### src/rtl/counter_pkg.sv
// Shared constants for the modulo counter: boundary-mode encodings and default width.
package counter_pkg;

  localparam int MODE_WRAP     = 0;
  localparam int MODE_SAT      = 1;
  localparam int DEFAULT_WIDTH = 4;

endpackage : counter_pkg

### src/rtl/counter_next.sv
// Combinational next-count logic for mod_counter: one step up or down within 0..lim,
// flagging a boundary event when the step runs off either end of the range.
module counter_next
  import counter_pkg::*;
#(
  parameter int WIDTH    = DEFAULT_WIDTH,
  parameter int SATURATE = MODE_WRAP
) (
  input  logic [WIDTH-1:0] count,
  input  logic [WIDTH-1:0] lim,
  input  logic             up,
  input  logic             en,
  output logic [WIDTH-1:0] nxt,
  output logic             boundary
);

  localparam bit SAT_MODE = (SATURATE == MODE_SAT);

  localparam logic [WIDTH-1:0] ONE  = WIDTH'(1);
  localparam logic [WIDTH-1:0] ZERO = '0;

  always_comb begin
    nxt      = count;
    boundary = 1'b0;
    if (en) begin
      if (up) begin
        // count above lim (after lim was lowered) is treated as already at the top
        if (count < lim) begin
          nxt = count + ONE;
        end else begin
          boundary = 1'b1;
          nxt      = SAT_MODE ? lim : ZERO;
        end
      end else begin
        if (count != ZERO) begin
          nxt = count - ONE;
        end else begin
          boundary = 1'b1;
          nxt      = SAT_MODE ? ZERO : lim;
        end
      end
    end
  end

endmodule : counter_next

### src/rtl/mod_counter.sv
// Up/down counter over a runtime range 0..lim with wrap or saturate behaviour,
// a one-cycle terminal-count pulse and a sticky boundary flag.
module mod_counter
  import counter_pkg::*;
#(
  parameter int WIDTH    = DEFAULT_WIDTH,
  parameter int SATURATE = MODE_WRAP
) (
  input  logic             clk,
  input  logic             rst,
  input  logic             en,
  input  logic             up,
  input  logic             load,
  input  logic [WIDTH-1:0] load_val,
  input  logic [WIDTH-1:0] lim,
  input  logic             clr_ovf,
  output logic [WIDTH-1:0] count,
  output logic             tc,
  output logic             ovf
);

  logic [WIDTH-1:0] count_q, count_d;
  logic             tc_q, tc_d;
  logic             ovf_q, ovf_d;

  logic [WIDTH-1:0] step_nxt;
  logic             step_boundary;
  logic [WIDTH-1:0] load_clamped;

  counter_next #(
    .WIDTH    (WIDTH),
    .SATURATE (SATURATE)
  ) u_next (
    .count    (count_q),
    .lim      (lim),
    .up       (up),
    .en       (en),
    .nxt      (step_nxt),
    .boundary (step_boundary)
  );

  assign load_clamped = (load_val > lim) ? lim : load_val;

  // Load suppresses any step, so it can never raise tc or set ovf.
  always_comb begin
    count_d = count_q;
    tc_d    = 1'b0;
    ovf_d   = ovf_q & ~clr_ovf;
    if (load) begin
      count_d = load_clamped;
    end else begin
      count_d = step_nxt;
      tc_d    = step_boundary;
      if (step_boundary) begin
        ovf_d = 1'b1;
      end
    end
  end

  always_ff @(posedge clk) begin
    if (rst) begin
      count_q <= '0;
      tc_q    <= 1'b0;
      ovf_q   <= 1'b0;
    end else begin
      count_q <= count_d;
      tc_q    <= tc_d;
      ovf_q   <= ovf_d;
    end
  end

  assign count = count_q;
  assign tc    = tc_q;
  assign ovf   = ovf_q;

endmodule : mod_counter

### config.mk
export PLATFORM = sky130hd
export DESIGN_NAME = mod_counter
export DESIGN_NICKNAME = d
export VERILOG_FILES = /design/src/rtl/counter_pkg.sv /design/src/rtl/counter_next.sv /design/src/rtl/mod_counter.sv
export SDC_FILE = /design/constraint.sdc
export NUM_CORES = 1
export LEC_CHECK = 0
export CORE_MARGIN = 5
export CORE_UTILIZATION = 40
export CTS_CLUSTER_DIAMETER = 40
export DETAILED_ROUTE_END_ITERATION = 16
export PLACE_DENSITY = 0.7
export SYNTH_ARGS = -nofsm -noshare
export SYNTH_HDL_FRONTEND = slang
export SYNTH_SLANG_ARGS = --single-unit
### constraint.sdc
create_clock -name clk -period 2 [get_ports clk]
set_input_delay 0.4 -clock clk [delete_from_list [all_inputs] [get_ports clk]]
set_output_delay 0.4 -clock clk [all_outputs]
set_load 0.01 [all_outputs]
==> flow_summary.yaml, run 1 <==
detailed_routing:
  num_vias: 747
  routed_wl_microns: 2100
  wl_per_cell_microns: 15.7
  drt_iter0_markers: 11
  dr.pass1.iters: 4
  drc: 0
  ant_nets: 0
  via_per_inst: 5.57
pwr:
  leakagePower_nw: 0.482
  p_comb_share_pct: 53.0
  swShare_pct: 36.0
  seqPwrFrac_pct: 25.3
  switchingPower_w: 0.000196
  power_density_nw_per_um2: 501
  peakVddDrop_v: 0.000449
  internal-power_w: 0.000348
  clkPwrFrac_pct: 21.7
setup_path:
  cp_cell_sequence: "dlygate4sd2_1, inv_1, ha_1, o211ai_2, a31oi_2, a2111oi_4, buf_4, a2111oi_1, a211oi_2"
  cp_slowest_stage_delay_ps: 440
  r2r-end: "count[3]$_SDFFE_PP0P_"
  end_kind: "flip-flop"
  cp.required_ps: 2120
  startpoint_type: "input port"
  crit_arrival_ps: 2050
  cp_slowest_cell: "a2111oi_1"
  r2r_start: "count[1]$_SDFFE_PP0P_"
  rrSetupSlack_ps: 180
  worstSetupEndpoint: "count[3]$_SDFFE_PP0P_"
  setup.worst_path.start: "lim[1]"
  critical_path_class: "in2reg"
  worstRegToRegCells: 7
  cp_max_fo: 5
floorplan:
  die_y_microns: 50.8
  ios: 20
  num_rows: 14
  fp.dieArea_sq_um: 2580
  dieWidth_microns: 50.8
  initial_utilization_pct: 43.3
  core_area_sq_um: 1540
logic_synthesis:
  synth_edf_count: 0
  ys_warn_count: 0
  syn_inst: 81
  ys_ff_latch: 6
  synth_seq_area_share_pct: 18.0
  synthArstFlopShare_pct: 0
  synth_area_per_cell_sq_um: 8.23
  ys.flop_type: "dfxtp_1"
  ys_types: 34
  synthesis.nets: 104
  synthesis.area_sq_um: 667
global_route:
  grtUsageTotal_pct: 15.5
  grt_overflow: 0
  antenna_found_initial: 0
  grt_pass1_vias: 706
  grt_pass1_wl_microns: 3160
  grt_max_degree: 9
sta:
  fin_skew_ps: 2.05
  setup_violations: 0
  min_period_ps: 1940
  fin_setup_tns_ps: 0
  final_max_slew_viol_count: 0
  hold_viol: 0
  clock.fmax_mhz: 516
  maxSlewHeadroom_pct: 69.6
  finalCritPeriodShare_pct: 96.9
  worst_slew_pin_slew_ps: 456
finish:
  antennaDiodeCount: 0
  nNetsFinal: 143
  drive_above_1_share_pct: 32.2
  instances_no_fill: 134
  syn_to_final_growth_pct: 62.7
job:
  maxCapViolations: 0
clock_tree:
  cts_max_path_buffers: 2
  hold_buffers: 0
  clk-insertion-delay-late_ps: 250
  cts_tree: "done"
  cts-root-buf: "clkbuf_4"
  clk_pin_slew_ps: 50
  cts_buffers: 3
  htreeDepth: 1
  cts.sinks: 6
hold_path:
  min_from: "ovf$_SDFF_PP0_"
  hold_class: "reg2reg"
outcome:
  status: "finished clean"
place:
  gp_congestion: 0.885
  detailed_place_hpwl_microns: 1590
  port_buffers: 19
  dp_cells: 130
-- area by class of cell --
cell class | count | area [sq um]
clock buffer | 3 | 22.5
fill | 132 | 457
inverter | 11 | 41.3
multi-input combinational | 61 | 548
sequential | 6 | 120
tap | 16 | 20.0
timing repair buffer | 37 | 333
-- flip-flops by register name, indices dropped and copies added (netlist names) --
| signal | count |
|---|---|
| count | 4 |
| ovf | 1 |
| tc | 1 |
-- metrics by stage --
stage	hold slack (ps)	total power (W)	setup slack (ps)	utilization [%]	cell area, sq um
finish	482	0.000544	61.1	70.4	1080
global route	507	0.000580	-83.8	70.4	1080
CTS	481	0.000524	10.8	67.2	1040
detailed placement	474	0.000398	-483	64.3	991
global placement	461	0.000393	-417	64.3	991
floorplan	469	0.000280	170	-	667
-- critical path: cells and delay by family --
family,cells,cell delay [ps]
AOI/OAI and AO/OA,5,870
adders and majority gates,1,290
buffers and inverters,3,470
-- power groups by stage --
| stage | clock network, W | logic, W | registers [W] |
|---|---|---|---|
| after global placement | 0 | 0.000254 | 0.000139 |
| after CTS | 0.000119 | 0.000267 | 0.000137 |
| final | 0.000118 | 0.000288 | 0.000138 |
| after detailed placement | 0 | 0.000259 | 0.000139 |
| after global routing | 0.000130 | 0.000312 | 0.000138 |
| after floorplan | 0 | 0.000130 | 0.000151 |
-- how the worst min path moves through the flow --
stage | endpoint | slack (ps) | cells after the start
finish | ovf$_SDFF_PP0_ | 480 | 2
global route | ovf$_SDFF_PP0_ | 510 | 2
CTS | ovf$_SDFF_PP0_ | 480 | 2
detailed placement | ovf$_SDFF_PP0_ | 470 | 2
global placement | ovf$_SDFF_PP0_ | 460 | 2
floorplan | count[1]$_SDFFE_PP0P_ | 470 | 1
-- synth_stat cells (2+ instances only) --
| library cell | number | share of area (%) |
|---|---|---|
| mux2i_1 | 5 | 7.5 |
| nor2_1 | 6 | 3.4 |
| nand2_1 | 6 | 3.4 |
| ha_1 | 9 | 17 |
| a211oi_1 | 3 | 3.4 |
| nor3_1 | 2 | 1.5 |
| dfxtp_1 | 6 | 18 |
| inv_1 | 10 | 5.6 |
| a21oi_1 | 2 | 1.5 |
| buf_2 | 2 | 1.5 |
| o21ai_0 | 6 | 4.5 |
| o21ai_1 | 2 | 1.5 |
-- metal layers --
metal | wire length, microns | track usage [%]
met1 | 911 | 19.9
met2 | 1090 | 27.3
met3 | 80 | 4.36
met4 | 14 | 0
met5 | 0 | 0
-- logic make-up after synthesis --
family,Yosys count,synth area share (%)
fa+ha+maj,9,16.9
simple gates,22,16.9
buf+inv,14,8.25
mux,5,7.50
flops,6,18.0
compound gates,25,32.5
-- repair_timing --
action	in CTS	in global routing
resized for setup	5	10
pin swaps	6	9
endpoints found under the setup margin	6	5
gates cloned	0	0
setup buffers	0	1
-- cells in the final DEF (no fill, tap or decap), drive strengths merged --
| cell type | synthesis | layout |
|---|---|---|
| inv | 11 | 11 |
| nand2 | 6 | 6 |
| or3 | 1 | 1 |
| nor4b | 1 | 1 |
| nor3 | 2 | 2 |
| nor3b | 1 | 1 |
| nand2b | 1 | 1 |
| o21ai | 8 | 8 |
| nor4 | 1 | 1 |
| a211oi | 3 | 3 |
| a31o | 1 | 1 |
| a21oi | 3 | 3 |
| o31ai | 1 | 1 |
| dlygate4sd2 | 0 | 2 |
| dfxtp | 6 | 6 |
| nor2b | 1 | 1 |
| a221oi | 2 | 2 |
| nand3 | 1 | 1 |
| a2111oi | 4 | 4 |
| o32ai | 1 | 1 |
| mux2i | 5 | 5 |
| clkdlybuf4s50 | 0 | 13 |
| ha | 9 | 9 |
| a31oi | 1 | 1 |
| nand4 | 1 | 1 |
| dlymetal6s2s | 0 | 4 |
| o211ai | 1 | 1 |
| buf | 2 | 18 |
| nor2 | 6 | 6 |
| clkbuf | 1 | 3 |
Power figures use the tool's default switching activity.
==> run 2: changes to the inputs <==
--- a/config.mk
+++ b/config.mk
@@ -5,6 +5,7 @@
 export SDC_FILE = /design/constraint.sdc
 export NUM_CORES = 1
 export LEC_CHECK = 0
+export ABC_CLOCK_PERIOD_IN_PS = 2000
 export CORE_MARGIN = 5
 export CORE_UTILIZATION = 40
 export CTS_CLUSTER_DIAMETER = 40
==> constraint.sdc (replaced) <==
create_clock -name clk -period 2 [get_ports clk]
set_input_delay 0.3 -clock clk [delete_from_list [all_inputs] [get_ports clk]]
set_output_delay 0.3 -clock clk [all_outputs]
set_load 0.01 [all_outputs]
==> flow_summary.yaml, run 2 (same netlist as run 1, synthesis figures left out) <==
finish:
  layout_commonest_cell: "clkdlybuf4s50_1"
  antennaDiodeCount: 0
  largest_reg_flops: 4
  syn_to_final_growth_pct: 56.3
  final_cell_mix: "clkdlybuf4s50_1, buf_4, inv_1"
  drive_above_1_share_pct: 27.8
  nNetsFinal: 140
  instances_no_fill: 131
global_route:
  grt.busiest_layer: "met2"
  grt.met3_usage_pct: 5.23
  met2_usage_pct: 24.4
  groute.layer.met1.usage_pct: 18.1
  grtUsageTotal_pct: 14.6
  grt_pass1_wl_microns: 2900
  grt_max_degree: 9
  grt_pass1_vias: 691
  antenna_found_initial: 0
  grt_overflow: 0
hold_path:
  holdPathEnd: "ovf$_SDFF_PP0_"
  min_from: "ovf$_SDFF_PP0_"
  min_path_cells: 2
  hold_class: "reg2reg"
setup_path:
  cp_max_fo: 5
  startpoint_type: "input port"
  critical_path_class: "in2reg"
  end_kind: "flip-flop"
  rrSetupSlack_ps: 330
  worstRegToRegCells: 6
  cp_slowest_cell: "clkdlybuf4s50_1"
  cp_cell_sequence: "clkdlybuf4s50_1, inv_1, ha_1, o211ai_2, a31oi_2, a2111oi_4, nand2_1, a221oi_2"
  r2r-end: "count[2]$_SDFFE_PP0P_"
  cp_slowest_stage_delay_ps: 480
  cp.required_ps: 2180
  crit_arrival_ps: 2050
  r2r_start: "count[1]$_SDFFE_PP0P_"
clock_tree:
  hold_buffers: 0
  cts.sinks: 6
  cts_max_path_buffers: 2
  cts_tree: "done"
  htreeDepth: 1
  clk_pin_slew_ps: 50
  post_cts_buffers: 0
  clk-insertion-delay-late_ps: 260
  cts_buffers: 3
  cts-root-buf: "clkbuf_4"
pwr:
  leakagePower_nw: 0.442
  peakVddDrop_v: 0.000315
  seqPwrFrac_pct: 25.8
  swShare_pct: 35.8
  p_comb_share_pct: 50.9
  clkPwrFrac_pct: 23.3
  power_density_nw_per_um2: 510
  internal-power_w: 0.000341
  switchingPower_w: 0.000190
sta:
  worst_slew_pin_slew_ps: 443
  rsz0062_at_grt: "no"
  hold_viol: 0
  min_period_ps: 1870
  fin_skew_ps: 4.89
  finalCritPeriodShare_pct: 93.6
  final_max_slew_viol_count: 0
  clock.fmax_mhz: 534
  maxSlewHeadroom_pct: 70.5
  setup_violations: 0
  holdWs_ps: 475
floorplan:
  die_y_microns: 50.8
  core_area_sq_um: 1540
  num_rows: 14
  dieWidth_microns: 50.8
  initial_utilization_pct: 43.3
  ios: 20
  fp.dieArea_sq_um: 2580
place:
  gp_congestion: 0.872
  detailed_place_hpwl_microns: 1520
  dp_cells: 128
  port_buffers: 19
outcome:
  status: "finished clean"
detailed_routing:
  num_vias: 699
  drt_iter0_markers: 10
  wl_per_cell_microns: 14.1
  dr.pass1.iters: 4
  ant_nets: 0
  drc: 0
  via_per_inst: 5.34
  routed_wl_microns: 1850
job:
  maxCapViolations: 0
## run 2: changes by cell type in the layout (fill, tap and decap cells not counted), sizes merged
| cell | before | now |
|---|---|---|
| clkdlybuf4s50 | 13 | 17 |
| dlygate4sd2 | 2 | 1 |
| dlymetal6s2s | 4 | 1 |
| buf | 18 | 15 |
## run 2: area by class of cell
| cell class | count | area (sq um) |
|---|---|---|
| multi-input cells | 61 | 534 |
| inverters | 11 | 41.3 |
| fillers | 124 | 499 |
| repair buffers | 34 | 304 |
| clock buffers | 3 | 22.5 |
| flip-flops and latches | 6 | 120 |
| well taps | 16 | 20.0 |
## run 2: critical path, delay by kind of cell
family	cells	cell delay [ps]
AOI/OAI and AO/OA	4	770
buffers and inverters	2	550
adders and majority gates	1	300
and+or+nand+nor	1	130
## run 2: routing by layer
metal	vias up	share of wire, %
met4	0	0
li1	373	-
met2	12	50
met3	0	3.9
met1	314	46
met5	-	0
## run 2: power groups by stage
stage	Combinational (W)	Sequential, W	Clock (W)
floorplan	0.000130	0.000151	0
global placement	0.000251	0.000138	0
detailed placement	0.000253	0.000139	0
CTS	0.000254	0.000136	0.000129
global route	0.000296	0.000138	0.000134
finish	0.000271	0.000137	0.000124
## run 2: timing repair
item / in CTS / in global routing
hold endpoints to repair: 0 / 0
pin swaps: 2 / 6
endpoints found under the setup margin: 4 / 4
resized for setup: 1 / 8
## run 2: worst max path at each step
stage	depth (start not counted)	from	end	slack (ps)
3_3_place_gp	8	lim[1]	count[1]$_SDFFE_PP0P_	-300
2_1_floorplan	6	count[1]$_SDFFE_PP0P_	count[1]$_SDFFE_PP0P_	170
6_report	8	lim[2]	count[2]$_SDFFE_PP0P_	130
5_1_grt	8	lim[2]	count[2]$_SDFFE_PP0P_	40
4_1_cts	10	lim[3]	count[2]$_SDFFE_PP0P_	20
3_5_place_dp	8	lim[1]	count[1]$_SDFFE_PP0P_	-370
## run 2: metrics by stage
step / instance area (sq um) / power (W) / setup WS, ps / setup TNS [ps] / util [%]
after floorplan: 667 / 0.000280 / 170 / 0 / -
after global placement: 976 / 0.000390 / -304 / -1480 / 63.3
after detailed placement: 976 / 0.000392 / -369 / -1790 / 63.3
after CTS: 997 / 0.000520 / 24.5 / 0 / 64.7
after global routing: 1040 / 0.000568 / 35.2 / 0 / 67.6
final: 1040 / 0.000532 / 128 / 0 / 67.6
